File: config.mk
export PLATFORM = sky130hd
export DESIGN_NAME = nes_btn_events
export DESIGN_NICKNAME = d
export VERILOG_FILES = /design/src/rtl/nes_btn_events_pkg.sv /design/src/rtl/nes_evt_fifo.sv /design/src/rtl/nes_btn_events.sv
export SDC_FILE = /design/constraint.sdc
export NUM_CORES = 1
export LEC_CHECK = 0
export BUFFER_PORTS_ARGS = -buffer_cell sky130_fd_sc_hd__buf_2
export CAP_MARGIN = 20
export CORE_ASPECT_RATIO = 0.75
export CORE_UTILIZATION = 45
export DETAILED_ROUTE_END_ITERATION = 8
export SYNTH_ARGS = -nofsm -noshare
export SYNTH_HDL_FRONTEND = slang
export SYNTH_SLANG_ARGS = --single-unit
File: constraint.sdc
create_clock -name clk -period 2.53 [get_ports clk]
set_clock_uncertainty 0.1 [all_clocks]
set_input_delay 0.253 -clock clk [delete_from_list [all_inputs] [get_ports clk]]
set_output_delay 0.253 -clock clk [all_outputs]
set_load 0.02 [all_outputs]
File: src/rtl/nes_btn_events_pkg.sv
// nes_btn_events_pkg: shared definitions for the NES button event block.
//   - evt_type_e : event type codes carried in evt_data[4:3]
//   - BTN_*      : bit positions of each button in the scanner vector
//   - top_idx    : index of the highest set bit of an 8-bit vector
//   - onehot4    : true when exactly one bit of a 4-bit vector is set
package nes_btn_events_pkg;

    typedef enum logic [1:0] {
        EVT_PRESS   = 2'b00,
        EVT_RELEASE = 2'b01,
        EVT_REPEAT  = 2'b10
    } evt_type_e;

    localparam int BTN_A      = 7;
    localparam int BTN_B      = 6;
    localparam int BTN_SELECT = 5;
    localparam int BTN_START  = 4;
    localparam int BTN_UP     = 3;
    localparam int BTN_DOWN   = 2;
    localparam int BTN_LEFT   = 1;
    localparam int BTN_RIGHT  = 0;

    localparam int EVT_W = 5;

    // Highest set bit wins, so later (higher) indices overwrite earlier ones.
    function automatic logic [2:0] top_idx(input logic [7:0] v);
        logic [2:0] r;
        r = 3'd0;
        for (int i = 0; i < 8; i++) begin
            if (v[i]) begin
                r = i[2:0];
            end
        end
        return r;
    endfunction

    function automatic logic onehot4(input logic [3:0] v);
        return (v != 4'b0000) && ((v & (v - 4'b0001)) == 4'b0000);
    endfunction

endpackage

File: src/rtl/nes_evt_fifo.sv
// nes_evt_fifo: synchronous first-word-fall-through FIFO.
//   clk, reset (sync, active-low)
//   push, push_data : write request; ignored when full unless popping too
//   pop             : read request; ignored when empty
//   head            : oldest entry, valid whenever empty is low
//   full, empty     : status from extra-MSB pointer comparison
module nes_evt_fifo
    import nes_btn_events_pkg::*;
#(
    parameter int WIDTH = 5,
    parameter int DEPTH = 8
) (
    input  logic             clk,
    input  logic             reset,
    input  logic             push,
    input  logic [WIDTH-1:0] push_data,
    input  logic             pop,
    output logic [WIDTH-1:0] head,
    output logic             full,
    output logic             empty
);

    localparam int AW = $clog2(DEPTH);

    logic [AW:0]      wr_ptr_r;
    logic [AW:0]      rd_ptr_r;
    logic [WIDTH-1:0] mem_r [DEPTH];
    logic             wr_en_s;
    logic             rd_en_s;

    // Status flags and qualified read/write enables.
    always_comb begin
        empty   = (wr_ptr_r == rd_ptr_r);
        full    = (wr_ptr_r[AW] != rd_ptr_r[AW]) &&
                  (wr_ptr_r[AW-1:0] == rd_ptr_r[AW-1:0]);
        // A full FIFO still accepts a write when the head leaves this cycle.
        wr_en_s = push && (!full || pop);
        rd_en_s = pop && !empty;
    end

    assign head = mem_r[rd_ptr_r[AW-1:0]];

    // Pointer and storage update; storage is cleared so head reads 0 after reset.
    always_ff @(posedge clk) begin
        if (!reset) begin
            wr_ptr_r <= '0;
            rd_ptr_r <= '0;
            for (int i = 0; i < DEPTH; i++) begin
                mem_r[i] <= '0;
            end
        end else begin
            if (wr_en_s) begin
                mem_r[wr_ptr_r[AW-1:0]] <= push_data;
                wr_ptr_r <= wr_ptr_r + {{AW{1'b0}}, 1'b1};
            end
            if (rd_en_s) begin
                rd_ptr_r <= rd_ptr_r + {{AW{1'b0}}, 1'b1};
            end
        end
    end

endmodule

File: src/rtl/nes_btn_events.sv
// nes_btn_events: debounces the NES scanner vector and queues button events.
//   clk, reset (sync, active-low)
//   nes_btns     : raw active-low vector {A,B,Select,Start,Up,Down,Left,Right}
//   btn_state    : debounced active-high held state
//   evt_data     : FIFO head {type[1:0], idx[2:0]}
//   evt_valid    : FIFO non-empty
//   evt_ready    : consumer pop (pop when evt_valid && evt_ready)
//   evt_overflow : sticky drop flag, cleared by clr_overflow
module nes_btn_events
    import nes_btn_events_pkg::*;
#(
    parameter int CNTR_WIDTH          = 32,
    parameter int DEBOUNCE_CYCLES     = 1500000,
    parameter int REPEAT_DELAY_CYCLES = 50000000,
    parameter int REPEAT_RATE_CYCLES  = 10000000,
    parameter int FIFO_DEPTH          = 8
) (
    input  logic       clk,
    input  logic       reset,
    input  logic [7:0] nes_btns,
    output logic [7:0] btn_state,
    output logic [4:0] evt_data,
    output logic       evt_valid,
    input  logic       evt_ready,
    output logic       evt_overflow,
    input  logic       clr_overflow
);

    localparam logic [CNTR_WIDTH-1:0] DEB_MAX    = CNTR_WIDTH'(DEBOUNCE_CYCLES - 1);
    localparam logic [CNTR_WIDTH-1:0] REP_MAX    = CNTR_WIDTH'(REPEAT_DELAY_CYCLES - 1);
    // Reloading to DELAY-RATE puts the next terminal count RATE cycles away.
    localparam logic [CNTR_WIDTH-1:0] REP_RELOAD = CNTR_WIDTH'(REPEAT_DELAY_CYCLES - REPEAT_RATE_CYCLES);
    localparam logic [CNTR_WIDTH-1:0] CNT_ONE    = CNTR_WIDTH'(1);

    logic [7:0]            cand_r;
    logic [CNTR_WIDTH-1:0] cnt_r;
    logic [7:0]            btn_state_r;
    logic                  primed_r;
    logic [7:0]            press_pend_r, rel_pend_r;
    logic [3:0]            rep_pend_r;
    logic [CNTR_WIDTH-1:0] rcnt_r;
    logic                  ovf_r;

    logic                  commit_s;
    logic [7:0]            new_state_s;
    logic                  push_s, pop_s, drop_s;
    logic [4:0]            evt_s;
    logic [2:0]            idx_s;
    logic [7:0]            press_clr_s, rel_clr_s;
    logic [3:0]            rep_clr_s;
    logic                  rep_fire_s;
    logic [CNTR_WIDTH-1:0] rcnt_nxt_s;
    logic [7:0]            press_nxt_s, rel_nxt_s;
    logic [3:0]            rep_nxt_s;
    logic                  fifo_full_s, fifo_empty_s;

    // Commit decision; the first commit after reset always fires so that an
    // all-released vector still primes the block.
    always_comb begin
        new_state_s = ~cand_r;
        commit_s    = (cnt_r == DEB_MAX) && (!primed_r || (new_state_s != btn_state_r));
    end

    // Emitter: one event per cycle, press > release > repeat, high index first.
    always_comb begin
        push_s      = 1'b0;
        idx_s       = 3'd0;
        evt_s       = 5'd0;
        press_clr_s = 8'h00;
        rel_clr_s   = 8'h00;
        rep_clr_s   = 4'h0;
        if (|press_pend_r) begin
            push_s = 1'b1;
            idx_s  = top_idx(press_pend_r);
            evt_s  = {EVT_PRESS, idx_s};
            press_clr_s[idx_s] = 1'b1;
        end else if (|rel_pend_r) begin
            push_s = 1'b1;
            idx_s  = top_idx(rel_pend_r);
            evt_s  = {EVT_RELEASE, idx_s};
            rel_clr_s[idx_s] = 1'b1;
        end else if (|rep_pend_r) begin
            push_s = 1'b1;
            idx_s  = top_idx({4'b0000, rep_pend_r});
            evt_s  = {EVT_REPEAT, idx_s};
            rep_clr_s[idx_s[1:0]] = 1'b1;
        end else begin
            push_s = 1'b0;
        end
    end

    // Auto-repeat counter: runs only while exactly one direction is held.
    always_comb begin
        rcnt_nxt_s = rcnt_r;
        rep_fire_s = 1'b0;
        if (commit_s || !onehot4(btn_state_r[BTN_UP:BTN_RIGHT])) begin
            rcnt_nxt_s = '0;
        end else if (rcnt_r == REP_MAX) begin
            rcnt_nxt_s = REP_RELOAD;
            rep_fire_s = 1'b1;
        end else begin
            rcnt_nxt_s = rcnt_r + CNT_ONE;
        end
    end

    // Pending-bit update: emitted bits clear, primed commits add edges.
    always_comb begin
        press_nxt_s = press_pend_r & ~press_clr_s;
        rel_nxt_s   = rel_pend_r & ~rel_clr_s;
        rep_nxt_s   = rep_pend_r & ~rep_clr_s;
        if (rep_fire_s) begin
            rep_nxt_s = rep_nxt_s | btn_state_r[BTN_UP:BTN_RIGHT];
        end else begin
            rep_nxt_s = rep_nxt_s;
        end
        if (commit_s && primed_r) begin
            press_nxt_s = press_nxt_s | (new_state_s & ~btn_state_r);
            rel_nxt_s   = rel_nxt_s | (~new_state_s & btn_state_r);
            // A direction released before its repeat went out loses the repeat.
            rep_nxt_s   = rep_nxt_s & new_state_s[BTN_UP:BTN_RIGHT];
        end else begin
            press_nxt_s = press_nxt_s;
        end
    end

    // Pop / drop qualification.
    always_comb begin
        pop_s  = !fifo_empty_s && evt_ready;
        drop_s = push_s && fifo_full_s && !pop_s;
    end

    // Debounce, held state, pending events, repeat counter and overflow flag.
    always_ff @(posedge clk) begin
        if (!reset) begin
            cand_r       <= 8'hFF;
            cnt_r        <= '0;
            btn_state_r  <= 8'h00;
            primed_r     <= 1'b0;
            press_pend_r <= 8'h00;
            rel_pend_r   <= 8'h00;
            rep_pend_r   <= 4'h0;
            rcnt_r       <= '0;
            ovf_r        <= 1'b0;
        end else begin
            if (nes_btns != cand_r) begin
                cand_r <= nes_btns;
                cnt_r  <= '0;
            end else if (cnt_r != DEB_MAX) begin
                cnt_r <= cnt_r + CNT_ONE;
            end
            if (commit_s) begin
                btn_state_r <= new_state_s;
                primed_r    <= 1'b1;
            end
            press_pend_r <= press_nxt_s;
            rel_pend_r   <= rel_nxt_s;
            rep_pend_r   <= rep_nxt_s;
            rcnt_r       <= rcnt_nxt_s;
            // A new drop wins over a simultaneous clear.
            if (drop_s) begin
                ovf_r <= 1'b1;
            end else if (clr_overflow) begin
                ovf_r <= 1'b0;
            end
        end
    end

    nes_evt_fifo #(
        .WIDTH (EVT_W),
        .DEPTH (FIFO_DEPTH)
    ) u_fifo (
        .clk       (clk),
        .reset     (reset),
        .push      (push_s),
        .push_data (evt_s),
        .pop       (pop_s),
        .head      (evt_data),
        .full      (fifo_full_s),
        .empty     (fifo_empty_s)
    );

    assign btn_state    = btn_state_r;
    assign evt_valid    = !fifo_empty_s;
    assign evt_overflow = ovf_r;

endmodule

==> impl_metrics.toml, run 1 <==
[global_route]
grtUsageTotal_pct = 20.66
grt_max_degree = 38
grt_pass1_vias = 5289
antenna_found_initial = 0
grt-ovfl-total = 0
grt_pass1_wl_um = 26870

[die]
initial_utilization_pct = 46.91
die_h_um = 112.0
coreArea_um2 = 15470
design.die.area_um2 = 16640
die_w_um = 148.6
io_pins = 27
num_rows = 39

[route]
vias_per_cell = 5.373
firstDrtPassIters = 5
drtIter0Drc = 365
wl_per_cell_um = 15.35
vias = 5572
drc_errors = 0
drtAntennaViolNets = 0
routed_wl_um = 15920

[run]
maxCapViolCount = 0

[synthesis]
ys_seq_area_share_pct = 47.73
synth_edf_count = 40
synth_area_leaders = "dfxtp_1 (31%), edfxtp_1 (17%), nor2_1 (6.7%), xor2_1 (6.4%), ha_1 (3.4%)"
synth_top_family_by_area = "simple AND/OR/NAND/NOR gates"
syn_area_um2 = 7256
synth_compound_area_share_pct = 7.087
yosysTopAreaCellShare_pct = 31.18
async_flop_share_pct = 0
yosys.area_share.simple_pct = 25.04
synthFlopType = "dfxtp_1"
muxShareOfSynthArea_pct = 4.587
ys_warn_count = 0
synth_cell_types = 57
synthAdderAreaFrac_pct = 3.449
synth_top_area_cell = "dfxtp_1"
synth-xor-area-share_pct = 8.933
synth_cells = 745
synthesis.nets = 777
ys_seq_elements = 153
avgSynthCellArea_um2 = 9.739

[run_status]
status = "finished, final reports clean"

[clocking]
htree_levels = 4
clock-sinks = 153
ctsLongestPathBuffers = 2
cts_tree = "done"
cts_root_buf = "clkbuf_16"
clock_latency_ps = 430
clkTransAtPathRegs_ps = 60
cts_buffers = 17

[timing]
slew_headroom_pct = 46.11
worst_slew_pin_slew_ps = 805.4
min_period_ps = 2384
final_hold_viol_count = 0
grt_setup_unrepaired = "no"
setup_viol = 0
drv_slew = 0
fin_setup_tns_ps = 0
max_freq_mhz = 419.4
final.period_utilization_pct = 94.24

[finish]
final_core_util_pct = 55.38
diodes = 0
syn_to_final_growth_pct = 18.07
fin_nets = 852
fill_cells = 1375
layout-drive-gt1-share_pct = 16.59

[worst_setup_path]
crit_path_end_kind = "register"
reg2reg_to = "rcnt_r[20]$_SDFF_PP0_"
r2r_slack_ps = 150
worstPathRequired_ps = 2750
critPathLaunchType = "register"
crit_fanout = 23
crit_type = "reg2reg"
rr_worst_depth = 7
timing.rr.start = "rcnt_r[0]$_SDFF_PP0_"
cp.arrival_ps = 2600

[power_and_ir_drop]
p_leak_nw = 3.140
p_per_area_nw_per_um2 = 604.2
peakVddDrop_mv = 0.4206

[placed_design]
dpl.hpwl_um = 11300
io_buffers = 26
gp_congestion = 0.7922

[worst_hold_path]
hold_start = "clr_overflow"
hold_depth = 4
hold_class = "in2reg"
whs_endpoint = "evt_overflow$_SDFFE_PN0P_"
## layer usage
layer / share of wire, % / track usage, % / vias to the layer above
met5: 0 / 0 / -
met4: 0.87 / 5.567 / 0
met3: 4.6 / 5.615 / 11
met2: 42 / 29.00 / 121
met1: 53 / 30.82 / 2657
li1: - / - / 2783
## through the flow
stage	hold slack [ps]	total power [mW]	instances	cell area [µm²]	setup WS, ps
floorplan	254.5	2.661	745	7256	259.6
detailed placement	360.0	2.713	996	7864	71.52
CTS	49.44	5.224	1035	8526	41.00
global route	86.26	5.367	1037	8567	13.12
finish	63.44	5.176	1037	8567	145.8
global placement	329.7	2.710	996	7864	127.2
## cell type report
cell class | instances | area (µm²) | share of cell area [%]
clock inverter | 9 | 86.33 | 1.008
tap | 205 | 256.5 | 2.994
inverter | 25 | 93.84 | 1.095
sequential | 153 | 3463 | 40.43
clock buffer | 22 | 495.5 | 5.784
timing repair buffer | 82 | 595.6 | 6.952
multi-input combinational | 541 | 3576 | 41.74
## Yosys cell counts, types with 2 or more instances
library cell / count
ha_1: 20
inv_1: 25
nor2_1: 130
o21ai_0: 10
dfxtp_1: 113
nor3_1: 11
a21boi_0: 9
mux4_2: 10
a22oi_1: 5
xor2_1: 53
a21boi_1: 2
buf_2: 4
o41ai_1: 2
nand3_1: 36
and4_1: 5
or4_4: 2
a32oi_1: 2
mux2_2: 6
o311ai_0: 2
nor4_2: 3
edfxtp_1: 40
o31a_1: 2
or3_1: 3
nor4b_1: 4
buf_6: 4
and3_1: 11
buf_1: 2
or2_2: 2
clkbuf_1: 15
mux2i_1: 4
nand4_1: 32
o21a_1: 9
nand2_1: 50
and2_1: 19
nand4b_1: 4
o31ai_1: 8
a21oi_1: 11
o21bai_1: 2
xnor2_1: 21
nor4_1: 14
nand2b_1: 10
nor2b_1: 9
or4_1: 5
## critical path, cell delays in order (launching register included)
cell and delay (ps):
dfxtp_1 360, ha_1 220, nand2_1 160, or2_2 340, or4_1 670, nand3_1 180
buf_12 170, nor2_1 60
## worst max path at each step
stage                                          start                               end  slack (ps)  cells past startpoint
after global placement         cnt_r[5]$_SDFFE_PP0P_          rep_pend_r[3]$_SDFF_PN0_         130                      5
after CTS                     cnt_r[11]$_SDFFE_PP0P_          rep_pend_r[1]$_SDFF_PN0_          40                      5
after floorplan           press_pend_r[0]$_SDFF_PN0_  u_fifo.mem_r[6][0]$_SDFFCE_PN0P_         260                      6
final                           rcnt_r[0]$_SDFF_PP0_             rcnt_r[20]$_SDFF_PP0_         150                      7
after detailed placement      cnt_r[11]$_SDFFE_PP0P_          rep_pend_r[1]$_SDFF_PN0_          70                      5
after global routing          cnt_r[15]$_SDFFE_PP0P_              rcnt_r[5]$_SDFF_PP0_          10                      7
## kinds of logic after synthesis
| kind of cell | count (synthesis) |
|---|---|
| AND/OR/NAND/NOR | 355 |
| flip-flops | 153 |
| XOR/XNOR | 74 |
| AO/OA/AOI/OAI | 72 |
| buffers and inverters | 51 |
| multiplexers | 20 |
| adder cells (fa/ha/maj) | 20 |
## sequential cells by signal, summed over array words and instances, names as in the netlist, 4 cells and up, named ones only
signal           flops
press_pend_r         8
rcnt_r              32
u_fifo.wr_ptr_r      4
btn_state            8
rel_pend_r           8
u_fifo.mem_r        40
cnt_r               32
cand_r               8
rep_pend_r           4
u_fifo.rd_ptr_r      4
## repair_timing
| item | in CTS | in global routing |
|---|---|---|
| hold endpoints to repair | 8 | 0 |
| setup buffers | 0 | 2 |
| gates resized for setup | 0 | 3 |
| setup endpoints to repair | 0 | 63 |
| hold buffers | 8 | 0 |
## power by group
part           internal, mW  switching, mW
combinational        0.0567         0.0665
sequential             2.53         0.0117
clock                  1.49           1.02
## placed cells by master, fill, tap and decap left out, drive strengths merged, types with 9 or more instances in the layout
cell and n:
nand3 36, inv 28, nor4 18, clkbuf 22, mux4 10, o21ai 10
nor2b 9, nor2 130, a21oi 11, xnor2 21, dfxtp 113, and3 11
ha 20, and2 19, a21boi 11, edfxtp 40, xor2 53, nor3 11
nand2 50, nand2b 10, buf 74, nand4 33, o21a 9
Power figures use the tool's default switching activity.
==> run 2, diff against run 1 <==
--- a/config.mk
+++ b/config.mk
@@ -10,6 +10,7 @@
 export CORE_ASPECT_RATIO = 0.75
 export CORE_UTILIZATION = 45
 export DETAILED_ROUTE_END_ITERATION = 8
+export PLACE_DENSITY = 0.67
 export SYNTH_ARGS = -nofsm -noshare
 export SYNTH_HDL_FRONTEND = slang
 export SYNTH_SLANG_ARGS = --single-unit
==> run 2 against run 1 <==
Count of clock-buffer cells in the layout unchanged. Highest routed layer unchanged. Fmax increased by 1.1%. Power decreased by 2.5%. Cell area decreased by 0.80%. Combinational power decreased by 8%. Register-to-register slack improved by 20 ps.
==> impl_metrics.toml, run 2 (synthesis results as in run 1) <==
[run_status]
status = "finished, final reports clean"

[worst_setup_path]
path_buf_inv = 0
path_delay_family = "simple AND/OR/NAND/NOR gates"
crit_fanout = 10
cpMaxStageDelayCell = "a22oi_1"
slowest_delay_ps = 630
crit_type = "reg2reg"
crit_chain = "xor2_1, nor3_1, a22oi_1, nand4_1, nand2_1"
worstPathRequired_ps = 2530
critPathLaunchType = "register"
cp.arrival_ps = 2350
crit_path_end_kind = "register"

[clocking]
cts_resized = 0
clkTransAtPathRegs_ps = 50
cts_tree = "done"
cts_root_buf = "clkbuf_16"
htree_levels = 4
clock_latency_ps = 420
cts_buffers = 17
ctsLongestPathBuffers = 2
clock-sinks = 153

[route]
drtAntennaViolNets = 0
drtIter0Drc = 280
wl_per_cell_um = 15.54
firstDrtPassIters = 5
vias_per_cell = 5.454
drc_errors = 0
routed_wl_um = 16110
vias = 5656

[finish]
syn_to_final_growth_pct = 17.12
diodes = 0
largest_reg_flops = 40
reg.largest.list = "u_fifo.mem_r (40), cnt_r (32), rcnt_r (32)"
top_register = "u_fifo.mem_r"
final_common_cell = "nor2_1"
layout_common_cells = "nor2_1 (130), dfxtp_1 (113), xor2_1 (53)"
layout-drive-gt1-share_pct = 15.26
final_core_util_pct = 54.94
fin_nets = 851

[die]
io_pins = 27
die_w_um = 148.6
die_h_um = 112.0
design.die.area_um2 = 16640
num_rows = 39
coreArea_um2 = 15470
initial_utilization_pct = 46.91

[global_route]
grt_pass1_wl_um = 27120
grt_pass1_vias = 5503
antenna_found_initial = 0
grt-ovfl-total = 0
grt_max_degree = 39
grtUsageTotal_pct = 20.82

[power_and_ir_drop]
p_int_mw = 4.024
power.switching_mw = 1.023
power.share.clock_pct = 47.2
p_leak_nw = 3.113
seqPwrFrac_pct = 50.6
p_per_area_nw_per_um2 = 593.9
p_comb_share_pct = 2.2
p_sw_share_pct = 20.27
peakVddDrop_mv = 0.4928

[placed_design]
dpl.hpwl_um = 11360
io_buffers = 26
gp_congestion = 0.8355
dp_slack_ps = 98.01

[timing]
drv_slew = 0
grt_setup_unrepaired = "no"
setup_viol = 0
worst_slew_pin_slew_ps = 795.1
final.period_utilization_pct = 93.25
slew_headroom_pct = 46.79
max_freq_mhz = 423.9
fin_setup_tns_ps = 0
min_period_ps = 2359
final_hold_viol_count = 0
fin_ws_ps = 170.7

[worst_hold_path]
hold_class = "in2reg"

[run]
maxCapViolCount = 0
[run 2: cell types whose count changed in the layout (fill, tap and decap cells not counted), sizes merged]
| cell | change |
|---|---|
| buf | -1 |
| bufinv | +1 |
| clkinv | +5 |
| clkinvlp | -2 |
| inv | -3 |
[run 2: final timing paths]
| path | from | endpoint | slack, ps | cells after the start |
|---|---|---|---|---|
| worst max-delay path | u_fifo.rd_ptr_r[0]$_SDFFE_PN0P_ | u_fifo.mem_r[7][2]$_SDFFCE_PN0P_ | 170 | 5 |
| worst min-delay path | clr_overflow | evt_overflow$_SDFFE_PN0P_ | 100 | 4 |
| worst max register to register | u_fifo.rd_ptr_r[0]$_SDFFE_PN0P_ | u_fifo.mem_r[7][2]$_SDFFCE_PN0P_ | 170 | 5 |
| worst min register to register | rcnt_r[0]$_SDFF_PP0_ | rcnt_r[0]$_SDFF_PP0_ | 350 | 1 |
[run 2: cell type report]
cell class              instances  area (µm²)
clock buffers                  22       444.2
fillers                      1354        6970
repair buffers                 81       575.6
clock inverters                10       102.6
multi-input cells             541        3562
flip-flops and latches        153        3463
inverters                      25       93.84
well taps                     205       256.5
[run 2: repair_timing]
action,4_1_cts,5_1_grt
hold endpoints to repair,8,0
buffers inserted,0,2
hold buffers,8,0
setup endpoints to repair,0,24
[run 2: worst register-to-register path, cell delays in order (launching register included)]
cell     delay, ps
dfxtp_1        430
xor2_1         220
nor3_1         140
a22oi_1        630
nand4_1        250
nand2_1        270
[run 2: power groups by stage]
stage | clock network, mW | registers (mW) | logic, mW
5_1_grt | 2.54 | 2.55 | 0.125
3_5_place_dp | 0 | 2.60 | 0.103
6_report | 2.38 | 2.55 | 0.113
2_1_floorplan | 0 | 2.60 | 0.0627
4_1_cts | 2.43 | 2.55 | 0.113
3_3_place_gp | 0 | 2.60 | 0.0995
[run 2: metrics by stage]
stage	instances	power (mW)	hold slack, ps	instance area, µm²
after floorplan	745	2.661	254.5	7256
after global placement	995	2.702	330.9	7856
after detailed placement	995	2.708	339.5	7856
after CTS	1035	5.097	88.39	8483
after global routing	1037	5.214	90.31	8498
final	1037	5.047	95.07	8498
[run 2: layer usage]
layer | share of wire, % | up-vias | GRT usage [%] | wire length (µm)
li1 | - | 2783 | - | -
met1 | 50 | 2725 | 29.51 | 7985
met2 | 44 | 132 | 31.62 | 7107
met3 | 5.4 | 16 | 5.123 | 867
met4 | 0.95 | 0 | 5.223 | 153
met5 | 0 | - | 0 | 0
